$ cat src/rtl/frame_strobe_sequencer.sv
// -----------------------------------------------------------------------------
// frame_strobe_sequencer
//
// Column-level configuration sequencer placed directly above the north terminal
// tile of one fabric column. It parses a 32-bit configuration word stream,
// loads one frame of row data into FrameData, and then fires a single-cycle
// one-hot FrameStrobe. The terminal tile buffers that pulse and forwards it
// down the column. Each column has its own instance, selected by ColumnIndex.
//
// Ports
//   CLK          configuration clock, rising edge
//   Reset        asynchronous, active-high reset
//   WriteData    configuration word
//   WriteStrobe  WriteData valid; a word is taken when WriteStrobe && Ready
//   Ready        a word can be accepted this cycle (low only while strobing)
//   FrameData    row frame data, row k at [k*FrameBitsPerRow +: FrameBitsPerRow]
//   FrameStrobe  one-hot, single-cycle frame write strobe to the column
//   ConfigActive high while synchronised (any state other than IDLE)
//   Error        sticky frame-index error, cleared by the next sync word
//
// Word stream
//   0xFAB0_FAB1                 sync word, accepted only in IDLE
//   0xFFFF_FFFF                 desync word, recognised only in HEADER
//   header [31:24]=column, [20:16]=frame index
//   NumberOfRows data words, row 0 first
//
// state  | meaning
// -------+---------------------------------------------------------------
// IDLE   | not synchronised; every word except the sync word is dropped
// HEADER | synchronised; the next word is a header or a desync
// DATA   | collecting row words for the latched frame
// STROBE | one cycle: FrameStrobe pulses, no word is accepted
// -----------------------------------------------------------------------------
module frame_strobe_sequencer #(
  parameter int         MaxFramesPerCol = 20,
  parameter int         FrameBitsPerRow = 32,
  parameter int         NumberOfRows    = 4,
  parameter logic [7:0] ColumnIndex     = 8'd0
) (
  input  logic                                    CLK,
  input  logic                                    Reset,
  input  logic [31:0]                             WriteData,
  input  logic                                    WriteStrobe,
  output logic                                    Ready,
  output logic [NumberOfRows*FrameBitsPerRow-1:0] FrameData,
  output logic [MaxFramesPerCol-1:0]              FrameStrobe,
  output logic                                    ConfigActive,
  output logic                                    Error
);

  localparam int RowCntW = (NumberOfRows > 1) ? $clog2(NumberOfRows) : 1;
  localparam logic [RowCntW-1:0] LastRow = RowCntW'(NumberOfRows - 1);
  localparam logic [31:0] SyncWord   = 32'hFAB0_FAB1;
  localparam logic [31:0] DesyncWord = 32'hFFFF_FFFF;

  typedef enum logic [1:0] {
    IDLE   = 2'd0,
    HEADER = 2'd1,
    DATA   = 2'd2,
    STROBE = 2'd3
  } state_t;

  state_t state, state_next;

  logic [RowCntW-1:0]                      row_cnt, row_cnt_next;
  logic [7:0]                              col_q, col_next;
  logic [4:0]                              frame_q, frame_next;
  logic [NumberOfRows*FrameBitsPerRow-1:0] frame_data_next;
  logic [MaxFramesPerCol-1:0]              frame_strobe_next;
  logic                                    ready_next;
  logic                                    config_active_next;
  logic                                    error_next;
  logic                                    accept;

  // Ready is a registered copy of "not in STROBE", so this is the true
  // handshake; words offered while Ready is low simply fall on the floor.
  assign accept = WriteStrobe && Ready;

  always_ff @(posedge CLK or posedge Reset) begin
    if (Reset) begin
      state        <= IDLE;
      row_cnt      <= '0;
      col_q        <= '0;
      frame_q      <= '0;
      FrameData    <= '0;
      FrameStrobe  <= '0;
      Ready        <= 1'b1;
      ConfigActive <= 1'b0;
      Error        <= 1'b0;
    end else begin
      state        <= state_next;
      row_cnt      <= row_cnt_next;
      col_q        <= col_next;
      frame_q      <= frame_next;
      FrameData    <= frame_data_next;
      FrameStrobe  <= frame_strobe_next;
      Ready        <= ready_next;
      ConfigActive <= config_active_next;
      Error        <= error_next;
    end
  end

  always_comb begin
    state_next        = state;
    row_cnt_next      = row_cnt;
    col_next          = col_q;
    frame_next        = frame_q;
    frame_data_next   = FrameData;
    frame_strobe_next = '0;
    error_next        = Error;

    case (state)
      IDLE: begin
        if (accept && (WriteData == SyncWord)) begin
          state_next = HEADER;
          error_next = 1'b0;
        end
      end

      HEADER: begin
        if (accept) begin
          if (WriteData == DesyncWord) begin
            state_next = IDLE;
          end else begin
            // Fields are latched even for a bad index so the last header
            // seen stays observable; the bad index itself never strobes.
            col_next     = WriteData[31:24];
            frame_next   = WriteData[20:16];
            row_cnt_next = '0;
            if (int'(WriteData[20:16]) >= MaxFramesPerCol) begin
              error_next = 1'b1;
              state_next = IDLE;
            end else begin
              state_next = DATA;
            end
          end
        end
      end

      DATA: begin
        // Sync and desync patterns are ordinary payload here.
        if (accept) begin
          for (int r = 0; r < NumberOfRows; r++) begin
            if (row_cnt == RowCntW'(r)) begin
              frame_data_next[r*FrameBitsPerRow +: FrameBitsPerRow] =
                WriteData[FrameBitsPerRow-1:0];
            end
          end
          if (row_cnt == LastRow) begin
            // Counter returns to zero through the state change only.
            row_cnt_next = '0;
            state_next   = STROBE;
            if (col_q == ColumnIndex) begin
              frame_strobe_next = MaxFramesPerCol'(1) << frame_q;
            end
          end else begin
            row_cnt_next = row_cnt + 1'b1;
          end
        end
      end

      STROBE: begin
        state_next = HEADER;
      end

      default: begin
        state_next = IDLE;
      end
    endcase

    ready_next         = (state_next != STROBE);
    config_active_next = (state_next != IDLE);
  end

endmodule

$ cat config.mk
export PLATFORM = sky130hd
export DESIGN_NAME = frame_strobe_sequencer
export DESIGN_NICKNAME = d
export VERILOG_FILES = /design/src/rtl/frame_strobe_sequencer.sv
export SDC_FILE = /design/constraint.sdc
export NUM_CORES = 1
export LEC_CHECK = 0
export CAP_MARGIN = 20
export CORE_UTILIZATION = 51
export DETAILED_ROUTE_END_ITERATION = 8
export PLACE_DENSITY_LB_ADDON = 0.1
export SYNTH_ARGS = -nofsm -noshare
export SYNTH_HDL_FRONTEND = slang
export SYNTH_SLANG_ARGS = --single-unit
$ cat constraint.sdc
create_clock -name CLK -period 13.55 [get_ports CLK]
set_input_delay 2.0325 -clock CLK [delete_from_list [all_inputs] [get_ports CLK]]
set_output_delay 2.0325 -clock CLK [all_outputs]
set_load 0.01 [all_outputs]
==> results.cfg, run 1 <==
[outcome]
outcome = complete, no violations

[die]
initial_core_util_pct = 52.9
core_area_mm2 = 0.0121
die_w_um = 114
die_h_um = 114
dieArea_mm2 = 0.0130
rows = 40
ioPinCount = 186

[logic_synthesis]
synth_top_area_cell = dfrtp_1
ys_seq_area_share_pct = 65.6
synth_warnings = 0
synth_cell_types = 34
synth_area_per_cell_um2 = 15.7
synth-seq-cells = 168
synthCells = 409
synth.area.top_cells = dfrtp_1 65%, mux2_2 24%, nor2_1 1.1%, mux2_1 1.1%, buf_2 0.94%
syn-num-nets = 448
ys.flop_type = dfrtp_1
yosys.area.top_type_share_pct = 65.2
syn_area_mm2 = 0.00641
synth_edf_count = 0
async_reset_ff_share_pct = 100

[power]
p_leak_nw = 3.97
total_power_w = 0.00204
ir_worst_vdd_v = 0.000118
power.density_mw_per_mm2 = 228

[clock_tree]
numCtsBuffers = 17
clk_root_buffer_cell = clkbuf_16
insertion_delay_ns = 0.42
holdBufCountCts = 0
htree_num_levels = 4
cts_sinks = 168
clock_path_buffers = 2
clk_pin_slew_ns = 0.06
cts_tree = done
cts_resized = 0
post-cts-setup-buffers = 0

[sta]
final.setup_skew_ns = 0.00464
hold-worst-slack_ns = 0.497
setup_tns_ns = 0
finalCritPeriodShare_pct = 28.9
worst_slew_pin_slew_ns = 0.971
hold_viol = 0
rsz0062_at_grt = no
min_period_ns = 3.92
fmax_ghz = 0.255
setup_viol = 0
worst_slack_ns = 9.63
slew_headroom_pct = 35.0
finalMaxSlewViolations = 0

[place]
hpwl_mm = 9.93
pre_cts_slack_ns = 9.20
port_buffers = 185
routabilityCongestion = 0.804

[worst_hold_path]
min_to = FrameData[83]$_DFFE_PP0P_
worstHoldStart = FrameData[83]$_DFFE_PP0P_
min_delay_path_depth = 1
hold_path.class = register to register

[cells_and_area]
syn_to_final_growth_pct = 39.7
fillers = 855
nNetsFinal = 638
seq_area_mm2 = 0.00421
drive_above_1_share_pct = 28.2
multi_input_area_mm2 = 0.00211
diodes = 0

[route]
drc = 0
drt-initial-drc-count = 206
vias = 4105
drt-total-wl_mm = 14.5
dr.pass1.iters = 4
ant_nets = 0
via_per_inst = 5.28
wire_per_inst_um = 18.7

[worst_setup_path]
cp-start-kind = input port
cp_max_fo = 33
rrSetupSlack_ns = 11.22
end_kind = register
r2r_cells = 4
required_ns = 13.85
arrival_ns = 4.22
r2r_end = FrameData[99]$_DFFE_PP0P_
r2r_start = Ready$_DFF_PP1_
critPathKind = input port to register

[global_route]
grt_pass1_vias = 4426
grt_pass1_wl_mm = 23.4
grt_usage_pct = 24.3
antenna_found_initial = 0
overflow = 0
grt_max_degree = 98

[run]
drv_cap = 0
==> worst max path at each step <==
stage                     start                          to  slack (ns)  cells past startpoint
floorplan                 Reset      ConfigActive$_DFF_PP0_        6.97                      1
global placement    WriteStrobe   FrameData[51]$_DFFE_PP0P_        9.29                      5
detailed placement  WriteStrobe   FrameData[10]$_DFFE_PP0P_        9.20                      5
CTS                 WriteStrobe   FrameData[10]$_DFFE_PP0P_        9.64                      5
global route        WriteStrobe  FrameData[116]$_DFFE_PP0P_        9.53                      5
finish              WriteStrobe   FrameData[99]$_DFFE_PP0P_        9.63                      5
==> per-layer routing <==
| layer | up-vias | track usage [%] | part of all wire, % |
|---|---|---|---|
| li1 | 1851 | - | - |
| met1 | 2084 | 29.1 | 40 |
| met2 | 150 | 41.0 | 51 |
| met3 | 20 | 7.46 | 6.7 |
| met4 | 0 | 9.61 | 1.8 |
| met5 | - | 0 | 0 |
==> cells in the mapped netlist (2+ instances only) <==
| cell type | n |
|---|---|
| nor4_1 | 3 |
| buf_2 | 12 |
| inv_1 | 5 |
| dfrtp_1 | 167 |
| nand4bb_1 | 2 |
| buf_1 | 2 |
| or4_1 | 2 |
| o21ai_0 | 2 |
| nand2b_1 | 4 |
| nand3_1 | 3 |
| nor2_1 | 19 |
| nand4b_1 | 4 |
| nand2_1 | 10 |
| mux2_2 | 135 |
| nor3_1 | 5 |
| nor4_4 | 2 |
| ha_1 | 4 |
| mux2_1 | 6 |
| nand4_1 | 7 |
==> critical path: stages <==
cell             delay (ns)
clkdlybuf4s50_1        0.51
nand2_1                0.10
nor2_1                 0.38
nand2_2                0.67
mux2_2                 0.52
==> stage by stage <==
stage / instance area, µm² / std cells / util (%)
5_1_grt: 8950 / 777 / 73.9
3_3_place_gp: 8410 / 748 / 69.5
6_report: 8950 / 777 / 73.9
2_1_floorplan: 6410 / 409 / -
3_5_place_dp: 8410 / 748 / 69.5
4_1_cts: 8950 / 777 / 73.9
==> registers in the layout (all words and copies together) (netlist names) <==
| register | count |
|---|---|
| FrameStrobe | 20 |
| frame_q | 5 |
| Error | 1 |
| row_cnt | 2 |
| col_q | 8 |
| ConfigActive | 1 |
| Ready | 1 |
| state | 2 |
| FrameData | 128 |
==> kinds of logic (layout without fill, tap and decap cells) <==
family,count (synthesis),count (layout),share of synthesized area (%)
fa+ha+maj,4,4,0.781
compound gates,9,9,1.04
buf+inv,20,220,1.52
flops,168,168,65.6
simple gates,67,67,6.23
mux,141,141,24.8
==> power by group <==
group / internal (W) / leakage, nW / switching [W] / total (W)
clock: 0.000260 / 0.261 / 0.000175 / 0.000435
sequential: 0.000709 / 2.13 / 0.000119 / 0.000828
combinational: 0.000487 / 1.58 / 0.000288 / 0.000775
total: 0.00146 / 3.97 / 0.000582 / 0.00204
==> placed cells by master (no fill, tap or decap), types with 2 or more instances in the layout <==
cell type / count
nor2_1: 19
or4_1: 2
nand4_1: 7
clkbuf_8: 6
clkbuf_16: 17
nand4b_1: 4
nor4_4: 2
nand2_1: 6
nand3_1: 3
nor4_1: 3
nand4bb_1: 2
clkbuf_1: 4
inv_1: 4
ha_1: 4
dfrtp_1: 167
nand2b_1: 4
nor3_1: 5
clkdlybuf4s50_1: 185
nand2_2: 4
mux2_2: 135
o21ai_0: 2
mux2_1: 6
==> cell type report <==
type	instances	area share (%)
clock buffer	27	5.85
timing repair buffer	186	20.8
multi-input combinational	221	23.6
clock inverter	2	0.140
tap	168	2.35
sequential	168	47.0
inverter	5	0.266
Note: power is estimated with default switching activity, not from simulation.
==> run 2, diff against run 1 <==
- CORE_UTILIZATION: 51 -> 47
- clock period: 13.55 -> 3.9 ns (I/O delays scaled with it)
==> run 2 against run 1 <==
Net effect: combinational power rose to 3.5 times the previous value; highest routed layer unchanged; largest cell class unchanged; utilization down 5.3 points; critical path type unchanged; non-clock buffer count grew 2.
==> results.cfg, run 2 (synthesized netlist as in run 1, its figures left out) <==
[cells_and_area]
nNetsFinal = 640
drive_above_1_share_pct = 29.2
largest_reg_flops = 128
layout.cells.most_common_list = 185 x clkdlybuf4s50_1, 167 x dfrtp_1, 135 x mux2_2
diodes = 0
final_common_cell = clkdlybuf4s50_1
largest_register = FrameData
syn_to_final_growth_pct = 41.7
final_util_pct = 68.6
stdcell_area_mm2 = 0.00908
top_regs = FrameData (128), FrameStrobe (20), col_q (8)

[global_route]
overflow = 0
use_met3_pct = 5.60
met1_usage_pct = 29.2
grt_pass1_vias = 4266
top_usage_layer = met2
grt_pass1_wl_mm = 23.6
grt_max_degree = 63
grt_usage_pct = 22.4
met2_usage_pct = 35.7
antenna_found_initial = 0

[power]
p_leak_nw = 4.02
ir_worst_vdd_v = 0.000422
power.density_mw_per_mm2 = 803

[run]
drv_cap = 0

[worst_setup_path]
cp-start-kind = input port
critPathKind = input port to register
cp_max_fo = 15
end_kind = register
arrival_ns = 2.77
required_ns = 4.20

[die]
die_h_um = 119
ioPinCount = 186
initial_core_util_pct = 48.4
core_area_mm2 = 0.0132
rows = 42
die_w_um = 119
dieArea_mm2 = 0.0141

[sta]
finalCritPeriodShare_pct = 63.2
setup_viol = 0
setup_tns_ns = 0
worst_slack_ns = 1.43
slew_headroom_pct = 37.1
finalMaxSlewViolations = 0
worst_slew_pin_slew_ns = 0.941
final.setup_skew_ns = 0.00581
hold_viol = 0
rsz0062_at_grt = no
min_period_ns = 2.47
fmax_ghz = 0.406

[route]
ant_nets = 0
drc = 0
wire_per_inst_um = 18.5
drt-total-wl_mm = 14.6
via_per_inst = 5.17
dr.pass1.iters = 4
drt-initial-drc-count = 253
vias = 4082

[clock_tree]
post-cts-setup-buffers = 0
cts_tree = done
htree_num_levels = 4
clk_root_buffer_cell = clkbuf_16
numCtsBuffers = 17
cts_sinks = 168
insertion_delay_ns = 0.42
cts_resized = 0
clk_pin_slew_ns = 0.06
clock_path_buffers = 2
holdBufCountCts = 0

[place]
port_buffers = 185
hpwl_mm = 9.93
pre_cts_slack_ns = 0.990
placed_cell_area_mm2 = 0.00846
routabilityCongestion = 0.794

[outcome]
outcome = complete, no violations

[worst_hold_path]
hold_path.class = register to register
==> run 2: cell types whose count changed in the layout (fill, tap and decap cells not counted), sizes merged <==
cell / before / now
clkbuf: 27 / 22
inv: 5 / 4
bufinv: 0 / 3
clkinvlp: 1 / 4
clkinv: 1 / 4
buf: 1 / 3
==> run 2: report_power, final <==
group | internal (W) | total [W] | switching [W]
clock | 0.00106 | 0.00172 | 0.000660
sequential | 0.00246 | 0.00288 | 0.000419
combinational | 0.00170 | 0.00269 | 0.000996
==> run 2: layout make-up <==
class                           instances  area [µm²]
Sequential cell                       168        4210
Fill cell                             965        4160
Multi-Input combinational cell        221        2110
Timing Repair Buffer                  188        1900
Clock buffer                           22         474
Tap cell                              176         220
Clock inverter                         10         144
Inverter                                5        22.5
==> run 2: critical path, stage by stage <==
cell and delay [ns]:
clkdlybuf4s50_1 0.60, nand4_1 0.28, nor4_4 0.45, a31oi_2 0.43
mux2_2 0.42
==> run 2: path summary, 6_finish.rpt <==
path / depth (start not counted) / slack, ns / start / endpoint
setup / recovery: 5 / 1.43 / WriteData[9] / col_q[0]$_DFFE_PP0P_
hold / removal: 1 / 0.50 / FrameData[74]$_DFFE_PP0P_ / FrameData[74]$_DFFE_PP0P_
setup reg to reg: 4 / 1.57 / Ready$_DFF_PP1_ / FrameData[83]$_DFFE_PP0P_
hold reg to reg: 1 / 0.50 / FrameData[74]$_DFFE_PP0P_ / FrameData[74]$_DFFE_PP0P_
max in group asynchronous: 3 / 2.43 / Reset / FrameData[3]$_DFFE_PP0P_
min in group asynchronous: 2 / 0.70 / Reset / FrameData[106]$_DFFE_PP0P_
==> run 2: routing by layer <==
layer	share of wire, %	routed length, µm	vias to the layer above
met5	0	0	-
met4	2.0	297	0
met3	5.2	753	21
met2	49	7150	140
met1	44	6390	2076
li1	-	-	1845
==> run 2: through the flow <==
| stage | hold slack, ns | total power, W | cells |
|---|---|---|---|
| after floorplan | 0.472 | 0.00401 | 409 |
| after global placement | 0.473 | 0.00552 | 758 |
| after detailed placement | 0.489 | 0.00562 | 758 |
| after CTS | 0.502 | 0.00736 | 790 |
| after global routing | 0.516 | 0.00765 | 790 |
| final | 0.501 | 0.00729 | 790 |
